## config.mk

```make
export PLATFORM = sky130hd
export DESIGN_NAME = btpipe_out_arbiter_flat
export DESIGN_NICKNAME = d
export VERILOG_FILES = /design/src/rtl/btpipe_out_arbiter_if.sv /design/src/rtl/btpipe_out_arbiter.sv /design/src/flat_wrapper.sv
export SDC_FILE = /design/constraint.sdc
export NUM_CORES = 1
export LEC_CHECK = 0
export ABC_AREA = 1
export CAP_MARGIN = 25
export CELL_PAD_IN_SITES_DETAIL_PLACEMENT = 1
export CELL_PAD_IN_SITES_GLOBAL_PLACEMENT = 2
export CORE_MARGIN = 8
export CORE_UTILIZATION = 22
export CTS_CLUSTER_DIAMETER = 100
export DETAILED_ROUTE_END_ITERATION = 10
export HOLD_SLACK_MARGIN = 0.08
export PLACE_DENSITY = 0.95
export SYNTH_ARGS = -nofsm -noshare
export SYNTH_HDL_FRONTEND = slang
export SYNTH_SLANG_ARGS = --single-unit
```

## constraint.sdc

```tcl
create_clock -name clk -period 6 [get_ports clk]
set_input_delay 0.9 -clock clk [delete_from_list [all_inputs] [get_ports clk]]
set_output_delay 0.9 -clock clk [all_outputs]
set_load 0.05 [all_outputs]
```

## src/rtl/btpipe_out_arbiter_if.sv

```systemverilog
`default_nettype none
// ============================================================================
//  Module      : btpipe_out_arbiter_if
//  Description : Block-throttled pipe-out endpoint handshake bundle. The
//                endpoint side (master) drives read/blockstrobe; the
//                arbiter side (slave) drives ready/data.
//  Revision    : 1.0 - initial release
// ============================================================================
interface btpipe_out_arbiter_if #(
    parameter int DW = 16
) ();
    logic          pipe_out_read;
    logic          pipe_out_blockstrobe;
    logic          pipe_out_ready;
    logic [DW-1:0] pipe_out_data;

    modport master (
        output pipe_out_read,
        output pipe_out_blockstrobe,
        input  pipe_out_ready,
        input  pipe_out_data
    );

    modport slave (
        input  pipe_out_read,
        input  pipe_out_blockstrobe,
        output pipe_out_ready,
        output pipe_out_data
    );
endinterface
`default_nettype wire

```

## src/rtl/btpipe_out_arbiter.sv

```systemverilog
`default_nettype none
// ============================================================================
//  Module      : btpipe_out_arbiter
//  Description : Round-robin, block-granular arbiter sharing one pipe-out
//                endpoint between N_SRC source FIFOs. A source is granted
//                one whole block when enabled and holding BLOCK_WORDS words.
//  Revision    : 1.0 - initial release
// ============================================================================
module btpipe_out_arbiter #(
    parameter int N_SRC       = 4,
    parameter int BLOCK_WORDS = 256,
    parameter int DW          = 16,
    parameter int CNT_W       = 11
) (
    input  wire logic                   clk,
    input  wire logic                   reset,
    btpipe_out_arbiter_if.slave         pipe,
    input  wire logic [N_SRC-1:0]       enable,
    input  wire logic [N_SRC*CNT_W-1:0] src_count,
    output logic      [N_SRC-1:0]       src_rd,
    input  wire logic [N_SRC*DW-1:0]    src_data,
    output logic      [2:0]             grant_id,
    output logic                        busy,
    output logic      [15:0]            blocks_done,
    output logic                        error
);

    localparam int                WC_W     = $clog2(BLOCK_WORDS + 1);
    localparam logic [CNT_W-1:0]  C_THRESH = CNT_W'(BLOCK_WORDS);
    localparam logic [WC_W-1:0]   C_LAST   = WC_W'(BLOCK_WORDS - 1);
    localparam logic [2:0]        C_GRANT0 = 3'(N_SRC - 1);
    localparam logic [3:0]        C_NSRC   = 4'(N_SRC);

    typedef enum logic [1:0] {
        ST_IDLE  = 2'd0,
        ST_READY = 2'd1,
        ST_XFER  = 2'd2
    } state_t;

    state_t            r_state;
    state_t            w_state_nxt;
    logic [2:0]        r_grant;
    logic [2:0]        w_grant_nxt;
    logic [WC_W-1:0]   r_word_cnt;
    logic [WC_W-1:0]   w_word_cnt_nxt;
    logic [15:0]       r_blocks;
    logic [15:0]       w_blocks_nxt;
    logic              r_error;
    logic              w_error_nxt;
    logic [2:0]        r_sel;
    logic [DW-1:0]     r_data;
    logic [DW-1:0]     w_mux;
    logic [N_SRC-1:0]  w_elig;
    logic [7:0]        w_elig_ext;
    logic              w_found;
    logic [2:0]        w_pick;
    logic              w_read;
    logic              w_strobe;

    assign w_read   = pipe.pipe_out_read;
    assign w_strobe = pipe.pipe_out_blockstrobe;

    // A source is eligible when enabled and holding at least one full block.
    generate
        for (genvar gi = 0; gi < N_SRC; gi++) begin : g_elig
            assign w_elig[gi] = enable[gi] &&
                                (src_count[gi*CNT_W +: CNT_W] >= C_THRESH);
        end
    endgenerate

    assign w_elig_ext = 8'(w_elig);

    // Round-robin search: first eligible index upward from the last grant.
    always_comb begin
        logic [3:0] v_idx;
        w_found = 1'b0;
        w_pick  = r_grant;
        for (int k = 1; k <= N_SRC; k++) begin
            v_idx = {1'b0, r_grant} + 4'(k);
            if (v_idx >= C_NSRC) begin
                v_idx = v_idx - C_NSRC;
            end
            if (!w_found && w_elig_ext[v_idx[2:0]]) begin
                w_found = 1'b1;
                w_pick  = v_idx[2:0];
            end
        end
    end

    // Next-state, grant, word counter, block counter and error logic.
    always_comb begin
        w_state_nxt    = r_state;
        w_grant_nxt    = r_grant;
        w_word_cnt_nxt = r_word_cnt;
        w_blocks_nxt   = r_blocks;
        w_error_nxt    = r_error;
        case (r_state)
            ST_IDLE: begin
                if (w_read) begin
                    w_error_nxt = 1'b1;
                end
                if (w_found) begin
                    w_grant_nxt = w_pick;
                    w_state_nxt = ST_READY;
                end
            end
            ST_READY: begin
                // Reads before the blockstrobe are illegal and dropped.
                if (w_read) begin
                    w_error_nxt = 1'b1;
                end
                if (w_strobe) begin
                    w_word_cnt_nxt = '0;
                    w_state_nxt    = ST_XFER;
                end
            end
            ST_XFER: begin
                // A second blockstrobe mid-block is flagged but does not
                // restart the word count.
                if (w_strobe) begin
                    w_error_nxt = 1'b1;
                end
                if (w_read) begin
                    if (r_word_cnt == C_LAST) begin
                        w_word_cnt_nxt = '0;
                        w_blocks_nxt   = r_blocks + 16'd1;
                        w_state_nxt    = ST_IDLE;
                    end else begin
                        w_word_cnt_nxt = r_word_cnt + 1'b1;
                    end
                end
            end
            default: begin
                w_state_nxt = ST_IDLE;
            end
        endcase
    end

    // Control state register.
    always_ff @(posedge clk or posedge reset) begin
        if (reset) begin
            r_state    <= ST_IDLE;
            r_grant    <= C_GRANT0;
            r_word_cnt <= '0;
            r_blocks   <= '0;
            r_error    <= 1'b0;
        end else begin
            r_state    <= w_state_nxt;
            r_grant    <= w_grant_nxt;
            r_word_cnt <= w_word_cnt_nxt;
            r_blocks   <= w_blocks_nxt;
            r_error    <= w_error_nxt;
        end
    end

    // Read strobe steering: only the granted source sees the endpoint read,
    // and only while a block is in flight.
    always_comb begin
        src_rd = '0;
        for (int i = 0; i < N_SRC; i++) begin
            src_rd[i] = (r_state == ST_XFER) && w_read && (r_grant == 3'(i));
        end
    end

    // Data mux keyed by a registered grant copy, isolating the wide mux
    // from the arbitration logic.
    always_comb begin
        w_mux = '0;
        for (int i = 0; i < N_SRC; i++) begin
            if (r_sel == 3'(i)) begin
                w_mux = src_data[i*DW +: DW];
            end
        end
    end

    // Data path register feeding the endpoint.
    always_ff @(posedge clk or posedge reset) begin
        if (reset) begin
            r_sel  <= C_GRANT0;
            r_data <= '0;
        end else begin
            r_sel  <= r_grant;
            r_data <= w_mux;
        end
    end

    assign pipe.pipe_out_ready = (r_state == ST_READY);
    assign pipe.pipe_out_data  = r_data;
    assign grant_id            = r_grant;
    assign busy                = (r_state != ST_IDLE);
    assign blocks_done         = r_blocks;
    assign error               = r_error;

endmodule
`default_nettype wire
```

## src/flat_wrapper.sv

```systemverilog
// flat-port wrapper written by rule: the top's interface ports become plain ports
module btpipe_out_arbiter_flat 
#(
    parameter int N_SRC       = 4,
    parameter int BLOCK_WORDS = 256,
    parameter int DW          = 16,
    parameter int CNT_W       = 11
)
  (clk, reset, enable, src_count, src_rd, src_data, grant_id, busy, blocks_done, error, pipe_pipe_out_read, pipe_pipe_out_blockstrobe, pipe_pipe_out_ready, pipe_pipe_out_data);
  btpipe_out_arbiter_if #(.DW(DW)) pipe_i ();
  input  wire logic clk;
  input  wire logic reset;
  input  wire logic [N_SRC-1:0] enable;
  input  wire logic [N_SRC*CNT_W-1:0] src_count;
  output logic      [N_SRC-1:0] src_rd;
  input  wire logic [N_SRC*DW-1:0] src_data;
  output logic      [2:0] grant_id;
  output logic busy;
  output logic      [15:0] blocks_done;
  output logic error;
  input wire logic [$bits(pipe_i.pipe_out_read)-1:0] pipe_pipe_out_read;
  input wire logic [$bits(pipe_i.pipe_out_blockstrobe)-1:0] pipe_pipe_out_blockstrobe;
  output wire logic [$bits(pipe_i.pipe_out_ready)-1:0] pipe_pipe_out_ready;
  output wire logic [$bits(pipe_i.pipe_out_data)-1:0] pipe_pipe_out_data;
  assign pipe_i.pipe_out_read = pipe_pipe_out_read;
  assign pipe_i.pipe_out_blockstrobe = pipe_pipe_out_blockstrobe;
  assign pipe_pipe_out_ready = pipe_i.pipe_out_ready;
  assign pipe_pipe_out_data = pipe_i.pipe_out_data;
  btpipe_out_arbiter #(.N_SRC(N_SRC), .BLOCK_WORDS(BLOCK_WORDS), .DW(DW), .CNT_W(CNT_W)) u_core (.clk(clk), .reset(reset), .pipe(pipe_i), .enable(enable), .src_count(src_count), .src_rd(src_rd), .src_data(src_data), .grant_id(grant_id), .busy(busy), .blocks_done(blocks_done), .error(error));
endmodule
```

==> flow_summary.toml, run 1 <==
[run_status]
status = "complete, no violations"

[clock_network]
cts_tree = "built"
cts.sinks = 50
cts_resized = 0
post-cts-setup-buffers = 0
numCtsBuffers = 5
path_clk_slew_ns = 0.07
h-tree-depth = 2
hold_buffers = 0
root_buffer = "clkbuf_16"
insertion_delay_ns = 0.29
clockBufferDepth = 2

[floorplanning]
die_x_um = 130
start_util_pct = 22.7
die_h_um = 130
coreArea_sq_um = 12700
io_pins = 158
fp-row-count = 41
dieArea_sq_um = 17000

[synth]
synthTopCellsByArea = "dfrtp_1, nand3_1, nand2_1"
synth-seq-cells = 50
synthArstFlopShare_pct = 100
synth_top_area_share_pct = 40.0
synth_ff_type = "dfrtp_1"
syn_avg_cell_area_sq_um = 7.99
ys_warn_count = 0
ys_types = 30
synth_top_cells_by_count = "nand3_1, nand2_1, dfrtp_1"
syn_area_sq_um = 2880
yosysSeqAreaShare_pct = 43.7
synth_nets = 484
synth_edf_count = 0
synth_cells = 360
yosys.area.top_type = "dfrtp_1"
synth.most_common_cell = "nand3_1"

[drt]
drc_errors = 0
drt_iter0_drc = 130
wl_um = 10400
routedWlPerCell_um = 15.9
vias_per_cell = 4.57
final_antenna_net_count = 0
first_pass_iters = 4
detailroute.via_count = 2990

[global_route]
grt_pass1_vias = 3318
grt.overflow.total = 0
grt_most_used_layer = "met2"
track_usage_pct = 12.2
grt_pass1_wl_um = 16500
grt_max_degree = 34
use_met3_pct = 2.53
gr-usage-met2_pct = 22.1
antenna_found_initial = 0
use_met1_pct = 14.0

[setup_path]
path_max_fanout = 6
r2r-end = "u_core.grant_id[0]$_DFFE_PP1P_"
reg2reg_depth = 10
required_ns = 5.10
cp-end-kind = "primary output"
rr_startpoint = "u_core.grant_id[0]$_DFFE_PP1P_"
r2r_slack_ns = 3.84
worstSetupPathType = "in2out"
startpoint_type = "primary input"
crit_arrival_ns = 2.69

[layout]
finalNetCount = 605
num_antenna_cells = 0
fin_cells = 654
area_delta_synth_final_pct = 57.5
drive_gt1_share_pct = 6.64

[sta]
finalHoldViolCount = 0
fmax_mhz = 278
finalHoldWorstSlack_ns = 0.430
setup_tns_ns = 0
fin_crit_ns = 3.59
finalSetupViolCount = 0
relSlewSlack_pct = 51.4
fin_crit_sh_pct = 59.9
clock_skew_ns = 0.00474
worstMarginPinSlew_ns = 0.729
slew_viol_final = 0
rsz0062_at_grt = "false"

[min_path]
min_path_type = "reg2reg"
min_to = "u_core.r_sel[1]$_DFF_PP1_"
worstHoldStart = "u_core.grant_id[1]$_DFFE_PP1P_"
whs_path_depth = 0

[placement]
gp_congestion = 0.797
dp.cells = 645
hpwl_um = 8100
portBuffers = 125

[pwr]
power.leakage_nw = 1.98
max-vdd-ir-drop_v = 0.000165
power.density_nw_per_um2 = 399

[flow_run]
drv_cap = 0
## critical path, stage by stage
cell and delay (ns):
clkdlybuf4s50_1 0.57, nand2_1 0.22, nor2_1 0.17, clkdlybuf4s50_1 0.82
## area by class of cell
type	count	area [sq um]
multi-input cells	253	1400
flip-flops and latches	50	1260
inverters	42	159
clock buffers	5	125
well taps	172	215
fillers	1524	8140
clock inverters	3	47.5
repair buffers	129	1320
## routing by layer
metal	share of wire (%)	wire length (um)
met1	42	4340
met2	52	5370
met3	5.2	544
met4	1.3	135
met5	0	0
## report_power, final
group,internal (mW),switching [mW]
sequential,0.427,0.0775
clock,0.199,0.135
combinational,0.336,0.630
total,0.962,0.842
## cells by family (layout without fill, tap and decap cells)
logic type / Yosys count / in the layout / synth area share, %
xor+xnor: 13 / 13 / 3.96
fa+ha+maj: 8 / 8 / 3.48
compound gates: 20 / 20 / 3.87
buf+inv: 57 / 179 / 7.66
simple gates: 212 / 212 / 37.3
flops: 50 / 50 / 43.7
## cells in the final DEF (no fill, tap or decap), types with 2 or more instances in the layout
master and instances:
clkdlybuf4s50_1 125, nand3_1 96, nand2_1 52, dfrtp_1 46, inv_1 40, nor2_1 22, nand4_1 22, o21ai_0 11
ha_1 8, xor2_1 7, a21oi_1 6, xnor2_1 6, clkbuf_16 5, nor2_2 4, nor3_1 4, dfstp_2 4
nor2_4 2, nor3_2 2, nor3b_1 2
## registers in the layout, indices dropped and copies added, names as in the netlist, named ones only
signal / count
u_core.blocks_done: 16
u_core.error: 1
u_core.grant_id: 2
u_core.pipe.pipe_out_data: 16
u_core.r_sel: 3
u_core.r_state: 2
u_core.r_word_cnt: 9
## how the worst max path moves through the flow
stage	startpoint	depth (start not counted)	to	slack, ns
floorplan	u_core.grant_id[1]$_DFFE_PP1P_	4	src_rd[3]	3.35
global placement	pipe_pipe_out_read	4	src_rd[3]	2.43
detailed placement	pipe_pipe_out_read	4	src_rd[3]	2.38
CTS	pipe_pipe_out_read	4	src_rd[3]	2.36
global route	pipe_pipe_out_read	4	src_rd[2]	2.30
finish	pipe_pipe_out_read	4	src_rd[3]	2.41
## through the flow
stage	cell area (sq um)	worst slack, ns	power (mW)	utilization, %
2_1_floorplan	2880	3.35	1.13	-
3_3_place_gp	4290	2.43	1.43	33.9
3_5_place_dp	4330	2.38	1.47	34.2
4_1_cts	4500	2.36	1.82	35.5
5_1_grt	4530	2.30	1.93	35.7
6_report	4530	2.41	1.80	35.7
Power figures use the tool's default switching activity.
==> run 2, diff against run 1 <==
--- a/config.mk
+++ b/config.mk
@@ -10,11 +10,11 @@
 export CELL_PAD_IN_SITES_DETAIL_PLACEMENT = 1
 export CELL_PAD_IN_SITES_GLOBAL_PLACEMENT = 2
 export CORE_MARGIN = 8
-export CORE_UTILIZATION = 22
+export CORE_UTILIZATION = 20
 export CTS_CLUSTER_DIAMETER = 100
 export DETAILED_ROUTE_END_ITERATION = 10
 export HOLD_SLACK_MARGIN = 0.08
-export PLACE_DENSITY = 0.95
+export PLACE_DENSITY = 0.88
 export SYNTH_ARGS = -nofsm -noshare
 export SYNTH_HDL_FRONTEND = slang
 export SYNTH_SLANG_ARGS = --single-unit
==> constraint.sdc (replaced) <==
create_clock -name clk -period 3.6 [get_ports clk]
set_input_delay 0.54 -clock clk [delete_from_list [all_inputs] [get_ports clk]]
set_output_delay 0.54 -clock clk [all_outputs]
set_load 0.05 [all_outputs]
==> run 2 against run 1 <==
Effect of this change: global-route usage decreased by 1.3 points; non-clock buffer count unchanged; cell area increased by 0.14%; critical path depth unchanged; sequential share of layout area about the same; power increased by 67%; hold slack improved by 0.0012 ns; combinational power increased by 69%; cell count increased by 1.7%; first-iteration DRC count decreased by 29%; worst setup slack got worse by 1.6 ns; utilization decreased by 4.1 points; critical path type unchanged; critical endpoint unchanged.
==> flow_summary.toml, run 2 (synthesis gave the netlist of run 1 again) <==
[run_status]
status = "complete, no violations"

[setup_path]
crit_arrival_ns = 2.29
required_ns = 3.06
startpoint = "pipe_pipe_out_read"
cp-end-kind = "primary output"
r2r-end = "u_core.grant_id[0]$_DFFE_PP1P_"
cp_cell_sequence = "clkdlybuf4s50_1 > nand2_1 > nor2_1 > clkdlybuf4s50_1"
path_max_fanout = 6
startpoint_type = "primary input"
reg2reg_depth = 9
r2r_slack_ns = 1.49
crit_top_cell = "clkdlybuf4s50_1"
rr_startpoint = "u_core.grant_id[0]$_DFFE_PP1P_"
slowest_stage = "clkdlybuf4s50_1"
cpPeakStageDelay_ns = 0.83
worstSetupPathType = "in2out"

[placement]
hpwl_um = 8100
portBuffers = 125
gp_congestion = 0.816

[clock_network]
h-tree-depth = 2
cts_resized = 0
numCtsBuffers = 5
clockBufferDepth = 2
cts.sinks = 50
cts_tree = "built"
root_buffer = "clkbuf_16"
path_clk_slew_ns = 0.06
insertion_delay_ns = 0.29
post-cts-setup-buffers = 0
hold_buffers = 0

[global_route]
track_usage_pct = 10.9
antenna_found_initial = 0
grt_pass1_vias = 3334
grt_pass1_wl_um = 16300
grt.overflow.total = 0
grt_max_degree = 34

[floorplanning]
dieArea_sq_um = 18500
die_h_um = 136
fp-row-count = 44
io_pins = 158
coreArea_sq_um = 14300
die_x_um = 136
start_util_pct = 20.1

[drt]
final_antenna_net_count = 0
drt_iter0_drc = 92
detailroute.via_count = 2962
first_pass_iters = 4
vias_per_cell = 4.45
routedWlPerCell_um = 15.3
drc_errors = 0
wl_um = 10200

[sta]
worstMarginPinSlew_ns = 0.703
fin_crit_ns = 2.83
finalHoldViolCount = 0
clock_skew_ns = 0.00581
finalSetupViolCount = 0
setup_tns_ns = 0
slew_viol_final = 0
rsz0062_at_grt = "false"
fmax_mhz = 354
fin_crit_sh_pct = 78.5
finalHoldWorstSlack_ns = 0.432
relSlewSlack_pct = 53.1

[pwr]
power.density_nw_per_um2 = 663
switching_share_pct = 46.4
max-vdd-ir-drop_v = 0.000226
power.leakage_nw = 1.98
power_frac_clock_pct = 17.7
power_frac_seq_pct = 28.0
p_sw_mw = 1.39
p_comb_share_pct = 54.3
p_int_mw = 1.61

[layout]
layout_common_cells = "clkdlybuf4s50_1, nand3_1, nand2_1, dfrtp_1, inv_1"
num_antenna_cells = 0
mostFrequentLayoutCell = "clkdlybuf4s50_1"
finalNetCount = 605
fin_util_pct = 31.7
fillCellCount = 1691
area_delta_synth_final_pct = 57.7
drive_gt1_share_pct = 6.44

[min_path]
min_to = "u_core.r_sel[1]$_DFF_PP1_"
whs_path_depth = 0
min_path_type = "reg2reg"
worstHoldStart = "u_core.grant_id[1]$_DFFE_PP1P_"

[flow_run]
drv_cap = 0
run 2: worst max-delay path by stage:
stage | endpoint | slack (ns) | depth (start not counted)
finish | src_rd[3] | 0.77 | 4
global placement | src_rd[3] | 0.74 | 4
detailed placement | src_rd[3] | 0.72 | 4
floorplan | src_rd[3] | 1.31 | 4
CTS | src_rd[3] | 0.71 | 4
global route | src_rd[3] | 0.67 | 4
run 2: metrics by stage:
stage | power [mW] | worst slack (ns) | cell area [sq um] | std cells
3_5_place_dp | 2.47 | 0.725 | 4340 | 657
4_1_cts | 3.03 | 0.714 | 4510 | 664
2_1_floorplan | 1.88 | 1.31 | 2880 | 360
3_3_place_gp | 2.38 | 0.737 | 4320 | 656
5_1_grt | 3.24 | 0.667 | 4530 | 665
6_report | 3.01 | 0.773 | 4530 | 665
run 2: area by class of cell:
class                   instances  area [sq um]  area share, %
well taps                     184           230           5.08
multi-input cells             253          1400           31.0
flip-flops and latches         50          1260           27.7
clock inverters                 2          38.8          0.855
inverters                      42           159           3.50
clock buffers                   5           125           2.76
repair buffers                129          1320           29.1
run 2: routing by layer:
| layer | track usage, % | vias up | routed length, um |
|---|---|---|---|
| li1 | - | 1453 | - |
| met1 | 12.3 | 1413 | 4270 |
| met2 | 19.2 | 85 | 5050 |
| met3 | 2.73 | 11 | 627 |
| met4 | 3.97 | 0 | 205 |
| met5 | 0 | - | 0 |
run 2: power groups by stage:
| stage | combinational, mW | sequential (mW) | clock [mW] |
|---|---|---|---|
| 2_1_floorplan | 0.747 | 1.14 | 0 |
| 3_3_place_gp | 1.53 | 0.847 | 0 |
| 3_5_place_dp | 1.62 | 0.855 | 0 |
| 4_1_cts | 1.62 | 0.844 | 0.563 |
| 5_1_grt | 1.79 | 0.861 | 0.585 |
| 6_report | 1.63 | 0.840 | 0.532 |
run 2: critical path: cells and delay by family:
kind / cells / cell delay [ns]
buf+inv: 2 / 1.40
simple gates: 2 / 0.34
==> run 3, diff against run 2 <==
==> constraint.sdc (replaced) <==
create_clock -name clk -period 2.7 [get_ports clk]
set_input_delay 0.405 -clock clk [delete_from_list [all_inputs] [get_ports clk]]
set_output_delay 0.405 -clock clk [all_outputs]
set_load 0.05 [all_outputs]
==> run 3 against run 2 <==
Effect of this change: clock skew fell by 0.0022 ns; critical path depth fell by 1; global-route usage rose by 0.43 points; cell area fell by 0.63%; highest routed layer unchanged; largest cell class unchanged.
==> flow_summary.toml, run 3 (synthesis gave the netlist of run 1 again) <==
[pwr]
max-vdd-ir-drop_v = 0.000357
finalPower_mw = 3.90
switching_share_pct = 47.6
power.density_nw_per_um2 = 866
power.leakage_nw = 1.98
p_int_mw = 2.04
power_frac_clock_pct = 16.2
p_sw_mw = 1.86
power_frac_seq_pct = 26.9
p_comb_share_pct = 56.9

[sta]
worst_slack_ns = 0.486
fin_crit_ns = 2.21
fin_crit_sh_pct = 82.0
finalHoldViolCount = 0
rsz0062_at_grt = "false"
worstMarginPinSlew_ns = 0.537
finalSetupViolCount = 0
relSlewSlack_pct = 64.1
fmax_mhz = 452
slew_viol_final = 0
clock_skew_ns = 0.00357
setup_tns_ns = 0

[setup_path]
cp-end-kind = "primary output"
startpoint_type = "flip-flop"
required_ns = 2.30
crit_arrival_ns = 1.81
rr_startpoint = "u_core.grant_id[0]$_DFFE_PP1P_"
startpoint = "u_core.r_state[0]$_DFFE_PP0P_"
path_max_fanout = 3
worstSetupPathType = "reg2out"

[global_route]
grt.overflow.total = 0
track_usage_pct = 11.3
grt_pass1_vias = 3353
antenna_found_initial = 0
grt_max_degree = 33
grt_pass1_wl_um = 16900

[clock_network]
post-cts-setup-buffers = 0
cts_tree = "built"
hold_buffers = 0
cts_resized = 0
numCtsBuffers = 5
path_clk_slew_ns = 0.07
h-tree-depth = 2
insertion_delay_ns = 0.29
clockBufferDepth = 2
root_buffer = "clkbuf_16"
cts.sinks = 50

[floorplanning]
fp-row-count = 44
io_pins = 158
start_util_pct = 20.1
die_x_um = 136
coreArea_sq_um = 14300
dieArea_sq_um = 18500
die_h_um = 136

[placement]
pre_cts_ws_ns = 0.541
gp_congestion = 0.772
portBuffers = 125
hpwl_um = 8080

[layout]
mostFrequentLayoutCell = "clkdlybuf4s50_1"
multi_input_comb_area_sq_um = 1400
finalNetCount = 608
num_antenna_cells = 0
fillCellCount = 1689
area_delta_synth_final_pct = 56.7
drive_gt1_share_pct = 7.84
ff_latch_area_sq_um = 1260
layout_common_cells = "clkdlybuf4s50_1, nand3_1, nand2_1, dfrtp_1, inv_1"

[drt]
vias_per_cell = 4.42
final_antenna_net_count = 0
first_pass_iters = 6
detailroute.via_count = 2957
wl_um = 10300
drt_iter0_drc = 107
routedWlPerCell_um = 15.4
drc_errors = 0

[min_path]
min_path_type = "in2async"

[flow_run]
drv_cap = 0

[run_status]
status = "complete, no violations"
==> run 3: cell count changes in the layout (fill, tap and decap cells not counted) <==
cell / delta
buf_16: -1
buf_4: +8
bufinv_16: -1
clkbuf_1: +1
clkdlybuf4s50_1: -4
clkinv_2: +1
==> run 3: worst paths after layout <==
kind	endpoint	slack, ns	cells after the start
worst max-delay path	busy	0.49	3
worst min-delay path	u_core.blocks_done[14]$_DFFE_PP0P_	0.41	2
worst max register to register	u_core.grant_id[0]$_DFFE_PP1P_	0.55	9
worst min register to register	u_core.r_sel[1]$_DFF_PP1_	0.44	0
max in group asynchronous	u_core.r_sel[1]$_DFF_PP1_	1.63	3
min in group clk	u_core.r_sel[1]$_DFF_PP1_	0.44	0
==> run 3: final cells by class <==
class | instances | area share, %
Tap cell | 184 | 5.11
Inverter | 42 | 3.53
Clock inverter | 2 | 0.305
Clock buffer | 6 | 2.86
Timing Repair Buffer | 132 | 29.2
Multi-Input combinational cell | 253 | 31.2
Sequential cell | 50 | 27.9
==> run 3: per-layer routing <==
| layer | track usage, % | vias up | routed length (um) |
|---|---|---|---|
| met5 | 0 | - | 0 |
| met4 | 3.60 | 0 | 168 |
| met3 | 2.55 | 9 | 580 |
| met2 | 19.6 | 72 | 5100 |
| met1 | 13.5 | 1416 | 4440 |
| li1 | - | 1460 | - |
==> run 3: worst max-delay path, cell delays in order (launching register included) <==
cell	delay, ns
dfrtp_1	0.42
nor2_1	0.29
inv_1	0.08
clkdlybuf4s50_1	0.72
==> run 3: stage by stage <==
stage                     instances  hold WS (ns)  cell area, sq um  utilization [%]
after floorplan                 360         0.490              2880                -
after global placement          660         0.431              4340             30.3
after detailed placement        660         0.429              4340             30.3
after CTS                       668         0.424              4480             31.3
after global routing            669         0.449              4510             31.5
final                           669         0.410              4510             31.5
==> run 3: power groups by stage <==
stage               Clock (mW)  Combinational (mW)  Sequential [mW]
global placement             0                2.15             1.06
global route             0.704                2.44             1.07
finish                   0.633                2.22             1.05
floorplan                    0               0.996             1.51
detailed placement           0                2.20             1.07
CTS                      0.667                2.21             1.06
